[config.mk]
export PLATFORM = sky130hd
export DESIGN_NAME = darkroom_spi_receiver
export DESIGN_NICKNAME = d
export VERILOG_FILES = /design/src/rtl/darkroom_spi_receiver.sv
export SDC_FILE = /design/constraint.sdc
export NUM_CORES = 1
export LEC_CHECK = 0
export CELL_PAD_IN_SITES_DETAIL_PLACEMENT = 1
export CELL_PAD_IN_SITES_GLOBAL_PLACEMENT = 1
export CORE_MARGIN = 2
export CORE_UTILIZATION = 47
export CTS_BUF_LIST = sky130_fd_sc_hd__clkbuf_4 sky130_fd_sc_hd__clkbuf_8
export CTS_CLUSTER_SIZE = 24
export DETAILED_ROUTE_END_ITERATION = 6
export PLACE_DENSITY_LB_ADDON = 0.1
export SETUP_SLACK_MARGIN = 0.4
export SYNTH_ARGS = -nofsm -noshare
export SYNTH_HDL_FRONTEND = slang
export SYNTH_SLANG_ARGS = --single-unit
[constraint.sdc]
create_clock -name clk -period 2.3 [get_ports clk]
set_input_delay 0.46 -clock clk [delete_from_list [all_inputs] [get_ports clk]]
set_output_delay 0.46 -clock clk [all_outputs]
set_load 0.05 [all_outputs]
[src/rtl/darkroom_spi_receiver.sv]
`timescale 1ns/1ps
`default_nettype none
// ============================================================================
// darkroom_spi_receiver : SPI mode-0 slave receiver with word FIFO
// Optional feature macro: DARKROOM_SPI_RX_PARITY_EN (trailing even-parity bit)
// Revision: 1.0
// ============================================================================
module darkroom_spi_receiver #(
  parameter int WORD_WIDTH = 32,
  parameter int FIFO_DEPTH = 4
) (
  input  logic                  clk,
  input  logic                  rst,
  input  logic                  sck_i,
  input  logic                  mosi_i,
  input  logic                  ss_n_i,
  output logic [WORD_WIDTH-1:0] word_o,
  output logic                  valid_o,
  input  logic                  ready_i,
  output logic                  overflow_o,
  output logic                  frame_err_o,
  output logic                  parity_err_o
);

  localparam int PTR_W = $clog2(FIFO_DEPTH);
  localparam int CNT_W = PTR_W + 1;
`ifdef DARKROOM_SPI_RX_PARITY_EN
  localparam int FRAME_BITS = WORD_WIDTH + 1;
`else
  localparam int FRAME_BITS = WORD_WIDTH;
`endif
  localparam int BIT_W = $clog2(FRAME_BITS + 1);
  localparam logic [BIT_W-1:0] C_LAST_BIT = BIT_W'(FRAME_BITS - 1);
  localparam logic [CNT_W-1:0] C_FULL     = CNT_W'(FIFO_DEPTH);

  typedef enum logic [1:0] {
    S_IDLE  = 2'd0,
    S_SHIFT = 2'd1,
    S_PUSH  = 2'd2
  } state_t;

  state_t r_state, w_next;

  logic r_sck_s1, r_sck_s2, r_sck_d;
  logic r_mosi_s1, r_mosi_s2;
  logic r_ss_s1, r_ss_s2, r_ss_d;

  logic [BIT_W-1:0]      r_bit_cnt;
  logic [WORD_WIDTH-1:0] r_shift;
  logic                  r_frame_err;
  logic                  r_overflow;

  logic [WORD_WIDTH-1:0] r_mem [FIFO_DEPTH];
  logic [PTR_W-1:0]      r_wr_ptr, r_rd_ptr;
  logic [CNT_W-1:0]      r_count;

  logic w_sck_rise, w_ss_fall, w_ss_rise;
  logic w_parity_ok, w_push_req, w_full, w_pop, w_push;

  // Select flops reset low so a select already low at reset release is not
  // mistaken for a falling edge; a frame needs a fresh high-to-low transition.
  always_ff @(posedge clk or posedge rst) begin
    if (rst) begin
      r_sck_s1  <= 1'b0;
      r_sck_s2  <= 1'b0;
      r_sck_d   <= 1'b0;
      r_mosi_s1 <= 1'b0;
      r_mosi_s2 <= 1'b0;
      r_ss_s1   <= 1'b0;
      r_ss_s2   <= 1'b0;
      r_ss_d    <= 1'b0;
    end else begin
      r_sck_s1  <= sck_i;
      r_sck_s2  <= r_sck_s1;
      r_sck_d   <= r_sck_s2;
      r_mosi_s1 <= mosi_i;
      r_mosi_s2 <= r_mosi_s1;
      r_ss_s1   <= ss_n_i;
      r_ss_s2   <= r_ss_s1;
      r_ss_d    <= r_ss_s2;
    end
  end

  assign w_sck_rise = r_sck_s2 & ~r_sck_d & ~r_ss_s2;
  assign w_ss_fall  = ~r_ss_s2 & r_ss_d;
  assign w_ss_rise  = r_ss_s2 & ~r_ss_d;

  always_ff @(posedge clk or posedge rst) begin
    if (rst) r_state <= S_IDLE;
    else     r_state <= w_next;
  end

  always_comb begin
    w_next = r_state;
    case (r_state)
      S_IDLE:  if (w_ss_fall) w_next = S_SHIFT;
      S_SHIFT: begin
        if (w_ss_rise)                                  w_next = S_IDLE;
        else if (w_sck_rise && r_bit_cnt == C_LAST_BIT) w_next = S_PUSH;
      end
      S_PUSH:  w_next = w_ss_rise ? S_IDLE : S_SHIFT;
      default: w_next = S_IDLE;
    endcase
  end

`ifdef DARKROOM_SPI_RX_PARITY_EN
  logic r_par_bit;

  always_ff @(posedge clk or posedge rst) begin
    if (rst) begin
      r_bit_cnt <= '0;
      r_shift   <= '0;
      r_par_bit <= 1'b0;
    end else if (r_state == S_IDLE && w_ss_fall) begin
      r_bit_cnt <= '0;
      r_shift   <= '0;
      r_par_bit <= 1'b0;
    end else if (r_state == S_SHIFT) begin
      if (w_ss_rise) begin
        r_bit_cnt <= '0;
      end else if (w_sck_rise) begin
        if (r_bit_cnt == C_LAST_BIT) begin
          r_bit_cnt <= '0;
          r_par_bit <= r_mosi_s2;
        end else begin
          r_bit_cnt <= r_bit_cnt + 1'b1;
          r_shift   <= {r_shift[WORD_WIDTH-2:0], r_mosi_s2};
        end
      end
    end
  end

  assign w_parity_ok  = ((^r_shift) == r_par_bit);
  assign parity_err_o = (r_state == S_PUSH) & ~w_parity_ok;
`else
  always_ff @(posedge clk or posedge rst) begin
    if (rst) begin
      r_bit_cnt <= '0;
      r_shift   <= '0;
    end else if (r_state == S_IDLE && w_ss_fall) begin
      r_bit_cnt <= '0;
      r_shift   <= '0;
    end else if (r_state == S_SHIFT) begin
      if (w_ss_rise) begin
        r_bit_cnt <= '0;
      end else if (w_sck_rise) begin
        r_bit_cnt <= (r_bit_cnt == C_LAST_BIT) ? '0 : r_bit_cnt + 1'b1;
        r_shift   <= {r_shift[WORD_WIDTH-2:0], r_mosi_s2};
      end
    end
  end

  assign w_parity_ok  = 1'b1;
  assign parity_err_o = 1'b0;
`endif

  always_ff @(posedge clk or posedge rst) begin
    if (rst) r_frame_err <= 1'b0;
    else     r_frame_err <= (r_state == S_SHIFT) && w_ss_rise && (r_bit_cnt != '0);
  end

  assign frame_err_o = r_frame_err;

  // A full FIFO still accepts the word when the head is popped in the same edge.
  assign w_push_req = (r_state == S_PUSH) & w_parity_ok;
  assign w_full     = (r_count == C_FULL);
  assign valid_o    = (r_count != '0);
  assign w_pop      = valid_o & ready_i;
  assign w_push     = w_push_req & (~w_full | w_pop);

  always_ff @(posedge clk) begin
    if (w_push) r_mem[r_wr_ptr] <= r_shift;
  end

  always_ff @(posedge clk or posedge rst) begin
    if (rst) begin
      r_wr_ptr   <= '0;
      r_rd_ptr   <= '0;
      r_count    <= '0;
      r_overflow <= 1'b0;
    end else begin
      if (w_push) r_wr_ptr <= r_wr_ptr + 1'b1;
      if (w_pop)  r_rd_ptr <= r_rd_ptr + 1'b1;
      case ({w_push, w_pop})
        2'b10:   r_count <= r_count + 1'b1;
        2'b01:   r_count <= r_count - 1'b1;
        default: r_count <= r_count;
      endcase
      if (w_push_req && w_full && !w_pop) r_overflow <= 1'b1;
    end
  end

  assign overflow_o = r_overflow;
  assign word_o     = valid_o ? r_mem[r_rd_ptr] : '0;

endmodule
`default_nettype wire

# After elaboration in Yosys (flattened, before gate mapping)

Memory sizes are Yosys's and may differ from the RTL's.
Index checks and enable logic that the tools add are counted.
W data, S select, Z words.

Register bits: 57
RAM bits: 128
Memories: 1
Output and inout port bits: 36
Logic and storage cells: 77
Input bits: 6

Memories:

| name  | words | width | read ports | clocked after memory_dff | write ports | RTL line | text |
|---|---|---|---|---|---|---|---|
| r_mem | 4     | 32    | 1          | 0                        | 1           | 53       | `logic [WORD_WIDTH-1:0] r_mem [FIFO_DEPTH];` |

Eq/ne operators: 9
Bitwise operators: 11
Reduce and logical (&&, ||, !) cells: 17
Add/sub/neg operators: 5
Multiplexer cells: 18

Operators with widths:

| kind                  | count |
|---|---|
| $mux W32              | 5 |
| $mux W6               | 5 |
| $add A6 B1 Y6 const B | 1 |
| $and A1 B1 Y1         | 6 |
| $eq A6 B5 Y1 const B  | 1 |
| $logic_and A1 B1 Y1   | 6 |
| $mux W2               | 3 |
| $pmux W2 S3           | 1 |
| $pmux W3 S2           | 1 |
| $reduce_bool A2 Y1    | 3 |
| $reduce_bool A3 Y1    | 2 |
| $reduce_bool A6 Y1    | 1 |
| $add A2 B1 Y2 const B | 2 |
| $eq A2 B1 Y1 const B  | 2 |
| $eq A2 B2 Y1 const B  | 2 |
| $not A1 Y1            | 4 |
| $reduce_and A2 Y1     | 2 |
| $add A3 B1 Y3 const B | 1 |
| $eq A3 B3 Y1 const B  | 1 |
| $mux W1               | 3 |
| $ne A3 B3 Y1 const B  | 1 |
| $reduce_and A3 Y1     | 1 |
| $sub A3 B1 Y3 const B | 1 |
| $logic_not A2 Y1      | 1 |
| other kinds (4)       | 4 |

# Logic depth before layout (Yosys ltp)

Gate-level depths: netlist (run 1).

Word-level depth: 7
Gate-level depth with buffers: 9
Gate-level depth less buffers: 9

# Worst setup path after synthesis (run 1)

No wires, ideal clock.

Path kind: flip-flop to flip-flop
Start: register r_state[1]
End: memory r_mem[2][0] (enable)
Library setup time: 0.392 ns
Clock period less this slack: 2.177 ns
Arrival time: 1.785 ns
Buffers on the path: 0
Stages on the path, launching flop included: 4
Slack: 0.123 ns
Data required time: 1.908 ns
Cells stage by stage: dfrtp_1 -> inv_1 -> nor3_2 -> and2_1

Word-level cells in the longest chain between the ends: 4

Ends and longest elaborated chain:

| item                          | RTL line | text |
|---|---|---|
| start: declaration            | 42       | `state_t r_state, w_next;` |
| start signal: assignment      | 90       | `else r_state <= w_next;` |
| $eq A2 B2 Y1                  | 165      | `assign w_push_req = (r_state == S_PUSH) & w_parity_ok;` |
| $and A1 B1 Y1                 | 169      | `assign w_push = w_push_req & (~w_full \| w_pop);` |
| $mux W1                       | 172      | `if (w_push) r_mem[r_wr_ptr] <= r_shift;` |
| $mux W1 (implied by the code) | 172      |  |
| end: declaration              | 53       |  |

Every way passes these cells.

# Worst setup path after layout (run 1)

Start: register r_rd_ptr[0]
End: output port word_o[18]

Word-level cells in the longest chain between the ends: 2

Ends and longest elaborated chain:

| item                     | RTL line | text |
|---|---|---|
| start: declaration       | 54       | `logic [PTR_W-1:0] r_wr_ptr, r_rd_ptr;` |
| start signal: assignment | 183      | `if (w_pop) r_rd_ptr <= r_rd_ptr + 1'b1;` |
| $mem_v2 Z4 W32           | -        |  |
| $mux W32                 | 194      | `assign word_o = valid_o ? r_mem[r_rd_ptr] : '0;` |
| end: declaration         | 17       | `output logic [WORD_WIDTH-1:0] word_o,` |

Every way passes these cells.

==> results of run 1 <==
worst max-delay path by stage:
stage                             from                     end  slack [ns]  cells past startpoint
6_report       r_rd_ptr[0]$_DFFE_PP0P_              word_o[18]       -0.16                      5
5_1_grt        r_rd_ptr[0]$_DFFE_PP0P_               word_o[8]       -0.24                      5
4_1_cts        r_rd_ptr[0]$_DFFE_PP0P_              word_o[18]       -0.20                      5
3_5_place_dp                   ready_i  r_count[2]$_DFFE_PP0P_       -0.19                     10
3_3_place_gp                   ready_i  r_count[2]$_DFFE_PP0P_       -0.05                     10
2_1_floorplan   r_count[0]$_DFFE_PP0P_  r_count[2]$_DFFE_PP0P_        0.36                      9
what timing repair did:
item                       4_1_cts  5_1_grt
setup endpoints to repair      147      145
cloned                           2       11
buffers inserted                 6        9
pin swaps                       13        7
resized for setup               23       14
layout by cell type (no fill, tap or decap), types with 2 or more instances in the layout:
master	count
sky130_fd_sc_hd__edfxtp_1	128
sky130_fd_sc_hd__nand2_1	73
sky130_fd_sc_hd__dfrtp_1	55
sky130_fd_sc_hd__buf_12	44
sky130_fd_sc_hd__and2_4	37
sky130_fd_sc_hd__o21ai_0	34
sky130_fd_sc_hd__mux4_2	32
sky130_fd_sc_hd__clkbuf_8	17
sky130_fd_sc_hd__buf_6	15
sky130_fd_sc_hd__buf_4	14
sky130_fd_sc_hd__inv_1	10
sky130_fd_sc_hd__clkbuf_16	9
sky130_fd_sc_hd__o21ai_1	6
sky130_fd_sc_hd__nand3_1	6
sky130_fd_sc_hd__ha_1	6
sky130_fd_sc_hd__clkinv_2	5
sky130_fd_sc_hd__clkinv_1	5
sky130_fd_sc_hd__clkdlybuf4s50_1	5
sky130_fd_sc_hd__nor2_1	4
sky130_fd_sc_hd__nor3_1	3
sky130_fd_sc_hd__xnor2_1	3
sky130_fd_sc_hd__bufinv_16	3
sky130_fd_sc_hd__and2b_1	2
sky130_fd_sc_hd__xor2_1	2
sky130_fd_sc_hd__inv_2	2
sky130_fd_sc_hd__a21oi_1	2
sky130_fd_sc_hd__clkbuf_4	2
sky130_fd_sc_hd__buf_16	2
sky130_fd_sc_hd__dlygate4sd2_1	2
sky130_fd_sc_hd__dfrtp_2	2
per-stage QoR:
step / area, um2 / instances
2_1_floorplan: 7410 / 456
3_3_place_gp: 8520 / 684
3_5_place_dp: 8520 / 684
4_1_cts: 9060 / 724
5_1_grt: 9440 / 744
6_report: 9440 / 744
flip-flops by register name (all words and copies together) (netlist names):
name	count
r_ss_s1	1
overflow_o	1
r_ss_s2	1
r_bit_cnt	6
r_mosi_s2	1
r_rd_ptr	2
r_sck_s1	1
r_count	3
r_mosi_s1	1
r_state	2
r_ss_d	1
r_sck_d	1
r_sck_s2	1
r_wr_ptr	2
frame_err_o	1
r_mem	128
r_shift	32
cell families after synthesis:
family / Yosys count / share of synthesized area
buffers and inverters: 35 / 0.0241
multiplexers: 33 / 0.0999
flip-flops: 185 / 0.720
other: 1 / 0.000513
AO/OA/AOI/OAI: 48 / 0.0369
XOR/XNOR: 6 / 0.00719
AND/OR/NAND/NOR: 140 / 0.0961
adder cells (fa/ha/maj): 8 / 0.0147
area by class of cell:
| class | count | area [um2] |
|---|---|---|
| fill | 1367 | 5760 |
| sequential | 185 | 5270 |
| multi-input combinational | 236 | 2000 |
| timing repair buffer | 91 | 1500 |
| clock buffer | 19 | 249 |
| tap | 188 | 235 |
| clock inverter | 13 | 134 |
| inverter | 12 | 45.0 |
per-layer routing:
layer | wire length, um | vias to the layer above
met5 | 0 | -
met4 | 213 | 0
met3 | 567 | 16
met2 | 8650 | 78
met1 | 6970 | 2108
li1 | - | 1836
power groups by stage:
stage / clock network [mW] / registers [mW] / logic, mW
after detailed placement: 0 / 3.89 / 3.32
after global placement: 0 / 3.88 / 3.27
after CTS: 2.18 / 3.82 / 3.66
after global routing: 2.31 / 3.85 / 3.83
final: 2.14 / 3.83 / 3.66
after floorplan: 0 / 3.83 / 2.01
==> impl.org, run 1 <==
** Outcome
- Outcome :: complete, but fails checks
- The final reports fail on negative setup slack.

** Worst setup path
- STA classifies the critical path startpoint as a flop.
- Data required time at the worst endpoint :: about 1.8 ns
- CP max stage delay :: ~0.5 ns
- In this run the critical register-to-register path is captured at r_count[2]$_DFFE_PP0P_.
- Maximum net fanout on the critical path :: 7
- The setup path with the least slack is of type flop to primary output.
- Grouping stages by cell kind, the critical path spends the most delay in multiplexers.
- Bufs and invs on worst path :: 3
- Launching point of the worst reg2reg path :: r_count[1]$_DFFE_PP0P_
- Kind of end point of the critical path :: primary output
- Series of cell instances along the critical path :: buf_12 > buf_16 > mux4_2 > and2_4 > buf_12
- For the worst flop-to-flop path, the logic depth is 11.
- On the critical path, the stage with the largest delay is an instance of sky130_fd_sc_hd__mux4_2.
- Flop2flop setup slack :: about 0.10 ns
- Counting stages on the worst path, the most repeated cell is sky130_fd_sc_hd__buf_12.
- Crit path arrival time :: 2.00 ns

** Place
- Number of input and output port buffers inserted :: 40
- Setup Slack @ Placement :: -0.193 ns
- HPWL after detailed placement :: 8920 um
- Placer's final routability congestion estimate :: 0.740

** Final layout
- The area growth from synthesis to layout is 29.0%.
- Core occupancy in the finished layout :: 0.621
- Fraction of layout cells with a size suffix above 1 :: 0.353
- Diode insertion count for antenna repair :: 0
- For this run, the post-layout net count is 557.

** Yosys
- Number of warnings printed during yosys synthesis :: 0
- Yosys instantiated no cell more often than sky130_fd_sc_hd__edfxtp_1.
- Portion of the post-synthesis area used by sequential elements :: 0.720
- Top flip-flop cell by instance count after synthesis :: sky130_fd_sc_hd__edfxtp_1
- Top cell type's share of synthesized area :: 0.525
- The synthesized design contains ~190 register bits.
- The synthesized netlist contains 43 unique library cells.
- The average instance in the mapped netlist occupies 16.0 um2.
- Counting flops with an async set or reset pin after synthesis yields a share of 0.308.
- Dominant cell type by area after synthesis :: sky130_fd_sc_hd__edfxtp_1
- Post-Synthesis Cells :: 456
- Nets in the synthesized netlist :: 470
- Top area cells in the synthesized netlist :: sky130_fd_sc_hd__edfxtp_1, sky130_fd_sc_hd__dfrtp_1, sky130_fd_sc_hd__mux4_2
- Cell area after synthesis :: between 7000 and 8000 um2
- Counting instances in the post-synthesis netlist gives the leading cell types as sky130_fd_sc_hd__edfxtp_1, sky130_fd_sc_hd__nand2_1, sky130_fd_sc_hd__dfrtp_1.
- The synthesized design contains 128 enable-type register cells.

** Global routing
- The first global-routing pass estimated 23,800 um of wire.
- For this run, global-route usage on met2 was measured as 0.337.
- Grt ovf :: 0
- Met3 usage in global routing :: 0.0466
- In the global route stage, overall resource usage came out at 0.198.
- For met1 alone, demand over resource in global routing was 0.255.
- Number of antenna violations at the first check in global routing :: 0
- In this run the most used layer during global routing was met2.
- Via count of the first global-routing pass :: between 4k and 5k
- Largest net degree at the start of global routing :: 65

** Pwr
- Summed over all nets, the switching power comes to ~3 mW.
- Comb power frac :: 0.381
- The share of total power dissipated in the clock network is 0.222.
- Maximum VDD drop :: about 0.00078 V
- In this run the static leakage power is roughly 3.6 nW.
- The internal portion of the total power is 6.62 mW.
- Of the total power, the share spent switching nets is 0.313.
- Summing internal, switching and leakage power gives 9.63 mW.
- Power density over the cells :: ~1000 nW/um2
- Sequential group share of total power :: 0.398

** Timing
- Final count of hold timing violations :: 0
- The number of slew-limit violations in the final report came to 0.
- Hold slack :: 0.359 ns
- After layout, the minimum clock period comes to between 2 and 2.5 ns.
- Setup total negative slack on the finished layout was measured at -3.75 ns.
- Setup violators final :: 32
- FMAX :: a little over 0.4 GHz
- Final worst-path setup slack :: -0.164 ns
- Setup repair after global routing could not meet its margin everywhere.
- Fin Clk Skew :: 0.0127 ns
- Share of the clock period used by the worst path after layout :: 1.07

** Clocking
- The number of clock buffers added by TritonCTS is 17.
- The clock tree synthesis step divided the H-tree into 4 levels.
- TritonCTS built the clock tree.
- CTS max path bufs :: 2
- Clk_lat worst skew :: approximately 0.45 ns
- The clock drives roughly 190 sinks.
- The cell sitting at the root of the clock tree is a sky130_fd_sc_hd__clkbuf_8.
- Clk slew on worst S/H paths :: 0.09 ns
- For this design, the CTS-stage hold fixing added 0 buffers.

** Floorplan
- Row generation in the floorplan step produced 45 rows.
- The initial utilization of the core area, before any placement, comes to 0.481.
- Die height :: approximately 130 um
- Num ports :: 42
- The floorplan step set the die width to 129 um.
- Die ar. :: between 15,000 and 20,000 um2
- Core ar. :: about 15,000 um2

** Hold path
- Number of cells on the worst hold path :: 0
- HP Class :: flop to flop
- The worst hold path terminates at r_sck_s2$_DFF_PP0_.
- Min-delay src :: r_sck_s1$_DFF_PP0_

** Route
- DRC violation total after the first TritonRoute iteration :: between 300 and 400
- The count of nets left with antenna violations once routing finished came out at 0.
- After detailed routing, the number of remaining DRC violations is 0.
- Vias post-DR :: about 4.0k
- Final Routed Wirelength :: between 15,000 and 20,000 um
- The first TritonRoute pass finished after 4 iterations.
- After detailed routing, the number of vias per cell comes to approximately 5.4.
- WL per Instance :: 22.0 um

** Run
- The tool flagged a number of max-cap violations equal to 0.
Note: power is estimated with default switching activity, not from simulation.
==> inputs of run 2 (changes only) <==
--- a/config.mk
+++ b/config.mk
@@ -7,7 +7,6 @@
 export LEC_CHECK = 0
 export CELL_PAD_IN_SITES_DETAIL_PLACEMENT = 1
 export CELL_PAD_IN_SITES_GLOBAL_PLACEMENT = 1
-export CORE_MARGIN = 2
 export CORE_UTILIZATION = 47
 export CTS_BUF_LIST = sky130_fd_sc_hd__clkbuf_4 sky130_fd_sc_hd__clkbuf_8
 export CTS_CLUSTER_SIZE = 24
==> run 2 against run 1 <==
The flow still finishes with violations (negative setup slack). Fmax down 0.86%. Wire length down 6.1%. Hold slack worse by 0.0017 ns. Critical path depth unchanged. Clock power up 17%. Utilization down 1.0 points. Setup slack worse by 0.021 ns. Global-route usage about the same. Critical endpoint is now word_o[13]. Highest routed layer unchanged.
==> impl.org, run 2 (synthesis gave the netlist of run 1 again) <==
** Global routing
- The pin count of the biggest net entering global routing came to 43 (-34%).
- The via count of the first global-routing pass is 4,226 (-2.4%).
- The sum of overflow across all layers after global routing was 0 (unchanged).
- The overall global routing resource usage was 0.198 (about the same).
- The first-pass GRT wire length is 23,400 um (-2.1%).
- Number of antenna violations at the first check in global routing :: 0 (unchanged)

** Route
- Mean number of vias per cell :: 5.46 (+0.68%)
- The first-iteration detailed-routing DRC count is 229 (-26%).
- Count of antenna-violating nets left after detailed routing :: 0 (unchanged)
- Final Routed Wirelength :: 15,400 um (-6.1%)
- DRC Markers :: 0 (unchanged)
- The final routed wire length divided by cell count is 21.0 um (-4.6%).
- Vias post-DR :: 4,000 (-0.94%)
- The first-pass detailed-route iteration total came to 4 (unchanged).

** Clocking
- Clock tree from TritonCTS :: yes
- In this run the clock root is driven by a sky130_fd_sc_hd__clkbuf_8.
- The clock slew at the register clock pins of the worst setup and hold paths was 0.09 ns (about the same).
- Number of buffers inserted for hold repair after clock tree synthesis :: 0 (unchanged)
- Number of buffers created by CTS :: 17 (unchanged)
- The count of H-tree levels built during CTS is 4 (unchanged).
- The number of sinks driven by the clock tree is 185 (unchanged).
- Clk_lat worst skew :: 0.46 ns (about the same)
- CTS max path bufs :: 2 (unchanged)

** Worst setup path
- Traced cell by cell, the critical path runs through buf_12 > buf_16 > mux4_2 > and2_4 > buf_12.
- The startpoint identified for the worst register-to-register timing path is r_count[0]$_DFFE_PP0P_.
- The worst-case reg-to-reg path depth was 11 (unchanged).
- Worst reg2reg path endpoint :: r_count[2]$_DFFE_PP0P_
- Flop2flop setup slack :: 0.12 ns (+0.02 ns)
- Crit path arrival time :: 2.03 ns (+0.03 ns)
- Cell class contributing the biggest share of worst-path delay :: multiplexers
- Critical path type :: flop to primary output
- The peak fanout along the critical path is 6 (-1).
- Cell seen most often among critical-path stages :: sky130_fd_sc_hd__buf_12
- Standard cell with the maximum stage delay on the critical path :: sky130_fd_sc_hd__mux4_2
- Bufs and invs on worst path :: 3 (unchanged)
- Worst Setup Start Kind :: flop
- STA classifies the critical path endpoint as a primary output.
- The peak per-stage delay on the critical path was 0.50 ns (about the same).
- Data required time at the worst endpoint :: 1.84 ns (about the same)

** Pwr
- Maximum VDD drop :: 0.000785 V (+0.46%)
- The power after layout was 9.99 mW (+3.8%).
- The power density over the cells is 1080 nW/um2 (+5.5%).
- Leakage Power :: 3.51 nW (-1.8%)

** Timing
- The number of slew-limit violations in the final report is 0 (unchanged).
- Share of the clock period used by the worst path after layout :: 1.08 (+0.00931)
- Transition at the pin with the smallest max-transition slack :: around 0.56 ns
- RSZ-0062 raised after global routing :: yes
- Final worst-path setup slack :: -0.186 ns (-0.0214 ns)
- Fin Clk Skew :: 0.0117 ns (-0.00105 ns)
- Measured against its own limit, the worst slew margin works out to 0.624.
- The aggregate negative setup slack is -4.25 ns (-0.501 ns).
- The post-layout minimum cycle time was 2.49 ns (+0.0214 ns).
- Setup violators final :: 32 (unchanged)
- The count of endpoints failing hold in the final timing report came to 0 (unchanged).
- The peak clock frequency supported by timing was 0.402 GHz (-0.86%).

** Place
- Setup Slack @ Placement :: -0.209 ns (-0.0162 ns)
- Number of input and output port buffers inserted :: 40 (unchanged)
- The post-detailed-placement half-perimeter wirelength was 8850 um (-0.74%).
- Placed cell area :: 8490 um2 (-0.29%)
- The global placer's final weighted congestion was 0.786 (+6.2%).

** Outcome
- Violations in the final reports :: negative setup slack
- Outcome :: complete, but fails checks

** Final layout
- Filler Cells Inserted :: 1,356 (-0.80%)
- The library cell used most frequently in the layout, excluding fill and tap cells, is sky130_fd_sc_hd__edfxtp_1.
- The top cell types in the final layout, fill and taps aside, are sky130_fd_sc_hd__edfxtp_1, sky130_fd_sc_hd__nand2_1, sky130_fd_sc_hd__dfrtp_1.
- Area used by multi-input combinational logic :: 1990 um2 (-0.44%)
- The cell area after layout came to 9290 um2 (-1.6%).
- The flip-flop count of the largest register, all copies and words added came to 128 (unchanged).
- The fraction of final layout cells with drive strength greater than 1 was 0.338 (-0.0143).
- More flip-flops sit in one register than any other, and that register is r_mem.
- Diode insertion count for antenna repair :: 0 (unchanged)
- The final cell utilization of the core is 0.611 (-0.00996).
- Net count of the finished layout :: 545 (-2.2%)
- Largest registers :: r_mem (128), r_shift (32), r_bit_cnt (6)
- Area Overhead vs Synth :: 27.0%
- Seq. cell area :: 5270 um2 (about the same)

** Floorplan
- The area of the placeable core came to 15,200 um2 (unchanged).
- Die height :: 127 um (-1.6%)
- Num ports :: 42 (unchanged)
- Initial standard-cell utilization of the core :: 0.481 (unchanged)
- The horizontal die dimension came to 127 um (-1.6%).
- The standard-cell row count is 45 (unchanged).
- The total die area is 16,100 um2 (-3.1%).

** Hold path
- HP Class :: primary input to asynchronous set/reset pin

** Run
- The max-capacitance violation count was 0 (unchanged).
run 2: through the flow:
step | hold WS (ns) | std cells
6_report | 0.357 | 732
5_1_grt | 0.379 | 732
4_1_cts | 0.356 | 722
3_5_place_dp | 0.337 | 684
3_3_place_gp | 0.331 | 684
2_1_floorplan | 0.331 | 456
run 2: metal layers:
| metal | part of all wire | vias up | track usage |
|---|---|---|---|
| met4 | 0.011 | 0 | 0.0756 |
| met3 | 0.027 | 16 | 0.0337 |
| met1 | 0.44 | 2107 | 0.254 |
| met5 | 0 | - | 0 |
| met2 | 0.52 | 64 | 0.339 |
| li1 | - | 1813 | - |
run 2: final cells by class:
class,count,area share
clock buffer,24,0.0329
tap,188,0.0253
clock inverter,8,0.0178
multi-input combinational,236,0.214
timing repair buffer,79,0.137
inverter,12,0.00485
sequential,185,0.568
run 2: report_power, final:
part / leakage [nW] / switching (mW) / internal [mW]
combinational: 1.29 / 1.79 / 1.87
sequential: 1.98 / 0.137 / 3.68
clock: 0.245 / 1.08 / 1.42
run 2: how the worst max path moves through the flow:
stage,start,end,cells after the start
2_1_floorplan,r_count[0]$_DFFE_PP0P_,r_count[2]$_DFFE_PP0P_,9
3_3_place_gp,ready_i,r_count[2]$_DFFE_PP0P_,10
3_5_place_dp,ready_i,r_count[2]$_DFFE_PP0P_,10
4_1_cts,r_rd_ptr[0]$_DFFE_PP0P_,word_o[13],5
5_1_grt,r_rd_ptr[0]$_DFFE_PP0P_,word_o[0],4
6_report,r_rd_ptr[0]$_DFFE_PP0P_,word_o[13],5
run 2: timing repair:
action                                  CTS  global route
gates resized for setup                  18            14
buffers inserted                          4             7
gates cloned                              2             3
pin swaps                                 9             6
endpoints found under the setup margin   37           105
==> inputs of run 3 (changes only) <==
--- a/config.mk
+++ b/config.mk
@@ -12,7 +12,6 @@
 export CTS_CLUSTER_SIZE = 24
 export DETAILED_ROUTE_END_ITERATION = 6
 export PLACE_DENSITY_LB_ADDON = 0.1
-export SETUP_SLACK_MARGIN = 0.4
 export SYNTH_ARGS = -nofsm -noshare
 export SYNTH_HDL_FRONTEND = slang
 export SYNTH_SLANG_ARGS = --single-unit
==> run 3 against run 2 <==
The run still ends with negative setup slack left. Setup slack improved by 0.010 ns. Die area is the same. Critical path depth unchanged. Combinational power is 1% lower. Total power barely moved. Hold slack got worse by 0.0016 ns. Largest cell class unchanged. Via count decreased by 2.7%. Fmax rose by 0.41%. Final area fell by 1.4%. First-iteration DRC count is 2.2% lower. Wire length decreased by 3.6%. Clock power about the same.
==> impl.org, run 3 (synthesis gave the netlist of run 1 again) <==
** Outcome
- Outcome :: complete, but fails checks
- Violations in the final reports :: negative setup slack

** Pwr
- The clock share of power is 0.254 (+0.003).
- Sequential group share of total power :: 0.384 (+0.002)
- The power density over the cells was 1090 nW/um2 (+1.5%).
- The switching power as a share of total power is 0.300 (-0.00112).
- The internal power consumption is 7.00 mW (+0.20%).
- Comb power frac :: 0.361 (-0.006)
- Maximum VDD drop :: 0.000913 V (+16%)
- The standby leakage power is 3.44 nW (-2.1%).
- Net switching power :: 3.00 mW (-0.33%)

** Timing
- The setup clock skew after layout was 0.00684 ns (-0.00483 ns).
- Share of the clock period used by the worst path after layout :: 1.08 (-0.00442)
- The total setup violations reported at the end of the flow is 32 (unchanged).
- Setup repair after global routing could not meet its margin everywhere.
- The count of endpoints failing hold in the final timing report is 0 (unchanged).
- Transition at the pin with the smallest max-transition slack :: 0.529 ns (-0.0267 ns)
- Hold slack :: 0.355 ns (-0.00161 ns)
- The number of slew-limit violations in the final report was 0 (unchanged).
- Worst slew margin relative to its limit :: 0.642 (+0.0181)
- The post-layout minimum cycle time was 2.48 ns (-0.0102 ns).
- The peak clock frequency supported by timing was 0.404 GHz (+0.41%).
- The final critical-path setup slack came to -0.175 ns (+0.0102 ns).

** Clocking
- The largest buffer count on any clock path was 2 (unchanged).
- CTS placed an instance of sky130_fd_sc_hd__clkbuf_8 at the clock tree root.
- The number of sinks driven by the clock tree came to 185 (unchanged).
- The clock latency of the later-clocked register in the worst-skew pair came to 0.46 ns (about the same).
- Number of buffers inserted for hold repair after clock tree synthesis :: 0 (unchanged)
- The count of H-tree levels built during CTS was 4 (unchanged).
- Clk slew on worst S/H paths :: 0.09 ns (about the same)
- The CTS buffer count is 17 (unchanged).
- Clock tree from TritonCTS :: yes

** Worst setup path
- The critical path starts at r_rd_ptr[0]$_DFFE_PP0P_.
- Capture point of the critical path :: word_o[4]
- Data required time at the worst endpoint :: 1.84 ns (about the same)
- The signal on the critical path passes through buf_12 > buf_12 > mux4_2 > and2_4 > buf_12.
- The data arrival at the endpoint of the critical path came to 2.02 ns (about the same).
- The worst setup path is captured at a primary output.
- The peak fanout along the critical path came to 9 (+3).
- Cell seen most often among critical-path stages :: sky130_fd_sc_hd__buf_12
- By startpoint and endpoint, the worst setup path is classified as flop to primary output.
- The startpoint identified for the worst register-to-register timing path is r_count[0]$_DFFE_PP0P_.
- CP max stage delay :: 0.51 ns (about the same)
- The worst setup path is launched from a flop.
- Worst reg2reg path endpoint :: r_count[2]$_DFFE_PP0P_
- The largest individual stage delay along the critical path comes from the cell sky130_fd_sc_hd__mux4_2.
- The worst-case reg-to-reg path depth was 10 (-1).
- Flop2flop setup slack :: 0.14 ns (+0.02 ns)

** Place
- Setup Slack @ Placement :: -0.315 ns (-0.106 ns)
- Placer's final routability congestion estimate :: 0.770 (-2.0%)
- HPWL after detailed placement :: 8890 um (+0.38%)
- Number of input and output port buffers inserted :: 40 (unchanged)

** Route
- Vias post-DR :: 3,894 (-2.7%)
- The average vias per placed instance was 5.37 (-1.7%).
- Count of antenna-violating nets left after detailed routing :: 0 (unchanged)
- 1st-pass router iterations :: 4 (unchanged)
- The final routed wire length divided by cell count was 20.5 um (-2.6%).
- The post-detailed-route DRC marker count was 0 (unchanged).
- The first-iteration detailed-routing DRC count was 224 (-2.2%).
- The total wire length was 14,800 um (-3.6%).

** Final layout
- Most common cell after layout, fill and taps aside :: sky130_fd_sc_hd__edfxtp_1
- From synthesis to final layout, the design area changed by 25.2%.
- Net count of the finished layout :: 538 (-1.3%)
- Filler Cells Inserted :: 1,339 (-1.3%)
- Largest register FFs :: 128 (unchanged)
- The fraction of final layout cells with drive strength greater than 1 came to 0.315 (-0.0235).
- In the layout the commonest cells are sky130_fd_sc_hd__edfxtp_1, sky130_fd_sc_hd__nand2_1, sky130_fd_sc_hd__dfrtp_1.
- The antenna cell count is 0 (unchanged).
- Register ranked first by flip-flop count :: r_mem
- Core occupancy in the finished layout :: 0.602 (-0.00856)
- The largest registers in the layout are r_mem (128), r_shift (32), r_bit_cnt (6).

** Run
- The max-capacitance violation count came to 0 (unchanged).

** Global routing
- The pin count of the biggest net entering global routing is 58 (+35%).
- The sum of overflow across all layers after global routing came to 0 (unchanged).
- Number of antenna violations at the first check in global routing :: 0 (unchanged)
- Global routing usage summed across all routing layers :: 0.203 (+0.00569)
- Wire length of the first global-routing pass :: 23,800 um (+2.0%)
- Via count of the first global-routing pass :: 4,380 (+3.6%)

** Floorplan
- Number of placement rows :: 45 (unchanged)
- The height of the die was 127 um (unchanged).
- Num ports :: 42 (unchanged)
- Initial standard-cell utilization of the core :: 0.481 (unchanged)
- The total die area came to 16,100 um2 (unchanged).
- Die outline width :: 127 um (unchanged)
- The area of the placeable core was 15,200 um2 (unchanged).

** Hold path
- The tightest min-delay check is of the primary input to asynchronous set/reset pin type.
-- run 3: cell types whose count changed in the layout (fill, tap and decap cells not counted), moves of 2 or more --
cell and delta:
sky130_fd_sc_hd__clkbuf_16 -3, sky130_fd_sc_hd__clkbuf_8 -2, sky130_fd_sc_hd__buf_6 -2, sky130_fd_sc_hd__and2_1 +3, sky130_fd_sc_hd__clkdlybuf4s50_1 +2, sky130_fd_sc_hd__clkinv_4 +2
sky130_fd_sc_hd__buf_4 -2, sky130_fd_sc_hd__clkbuf_4 -3, sky130_fd_sc_hd__and2_4 -3, sky130_fd_sc_hd__dlygate4sd2_1 -2
-- run 3: how the worst min path moves through the flow --
| stage | startpoint | end | slack, ns | cells after the start |
|---|---|---|---|---|
| after floorplan | r_mosi_s1$_DFF_PP0_ | r_mosi_s2$_DFF_PP0_ | 0.33 | 0 |
| after global placement | r_mosi_s1$_DFF_PP0_ | r_mosi_s2$_DFF_PP0_ | 0.34 | 0 |
| after detailed placement | r_mosi_s1$_DFF_PP0_ | r_mosi_s2$_DFF_PP0_ | 0.34 | 0 |
| after CTS | r_mosi_s1$_DFF_PP0_ | r_mosi_s2$_DFF_PP0_ | 0.36 | 0 |
| after global routing | r_mosi_s1$_DFF_PP0_ | r_mosi_s2$_DFF_PP0_ | 0.36 | 0 |
| final | rst | r_shift[19]$_DFFE_PP0P_ | 0.36 | 3 |
-- run 3: through the flow --
| stage | cells | TNS [ns] | power [mW] | cell area [um2] |
|---|---|---|---|---|
| after floorplan | 456 | 0 | 5.65 | 7310 |
| after global placement | 686 | -0.144 | 6.97 | 8440 |
| after detailed placement | 686 | -0.317 | 7.02 | 8440 |
| after CTS | 724 | -5.41 | 10.1 | 9140 |
| after global routing | 725 | -6.82 | 10.3 | 9160 |
| final | 725 | -4.87 | 10.0 | 9160 |
-- run 3: power by group through the flow --
stage / clock [mW] / sequential, mW / combinational, mW
after global placement: 0 / 3.89 / 3.08
after floorplan: 0 / 3.83 / 1.82
after CTS: 2.59 / 3.84 / 3.64
final: 2.54 / 3.84 / 3.61
after global routing: 2.68 / 3.86 / 3.80
after detailed placement: 0 / 3.91 / 3.11
-- run 3: timing repair --
item / 4_1_cts / 5_1_grt
resized for setup: 41 / 2
hold endpoints to repair: 0 / 0
gates cloned: 3 / 0
buffers inserted: 3 / 1
endpoints found under the setup margin: 32 / 33
-- run 3: area by class of cell --
| type | instances | area, um2 | share of cell area |
|---|---|---|---|
| multi-input combinational | 236 | 1950 | 0.213 |
| inverter | 12 | 45.0 | 0.00492 |
| sequential | 185 | 5270 | 0.576 |
| clock inverter | 13 | 224 | 0.0245 |
| timing repair buffer | 72 | 1170 | 0.128 |
| tap | 188 | 235 | 0.0257 |
| clock buffer | 19 | 255 | 0.0279 |
-- run 3: critical path: cells and delay by family, from the launching register on --
kind / cells / cell delay, ns
buffers and inverters: 3 / 0.41
DFF: 1 / 0.44
muxes: 1 / 0.51
and+or+nand+nor: 1 / 0.19
-- run 3: metal layers --
| layer | up-vias | GRT usage | wire [um] |
|---|---|---|---|
| met3 | 18 | 0.0363 | 279 |
| met4 | 0 | 0.0805 | 252 |
| met2 | 51 | 0.357 | 8020 |
| li1 | 1799 | - | - |
| met1 | 2026 | 0.252 | 6290 |
| met5 | - | 0 | 0 |
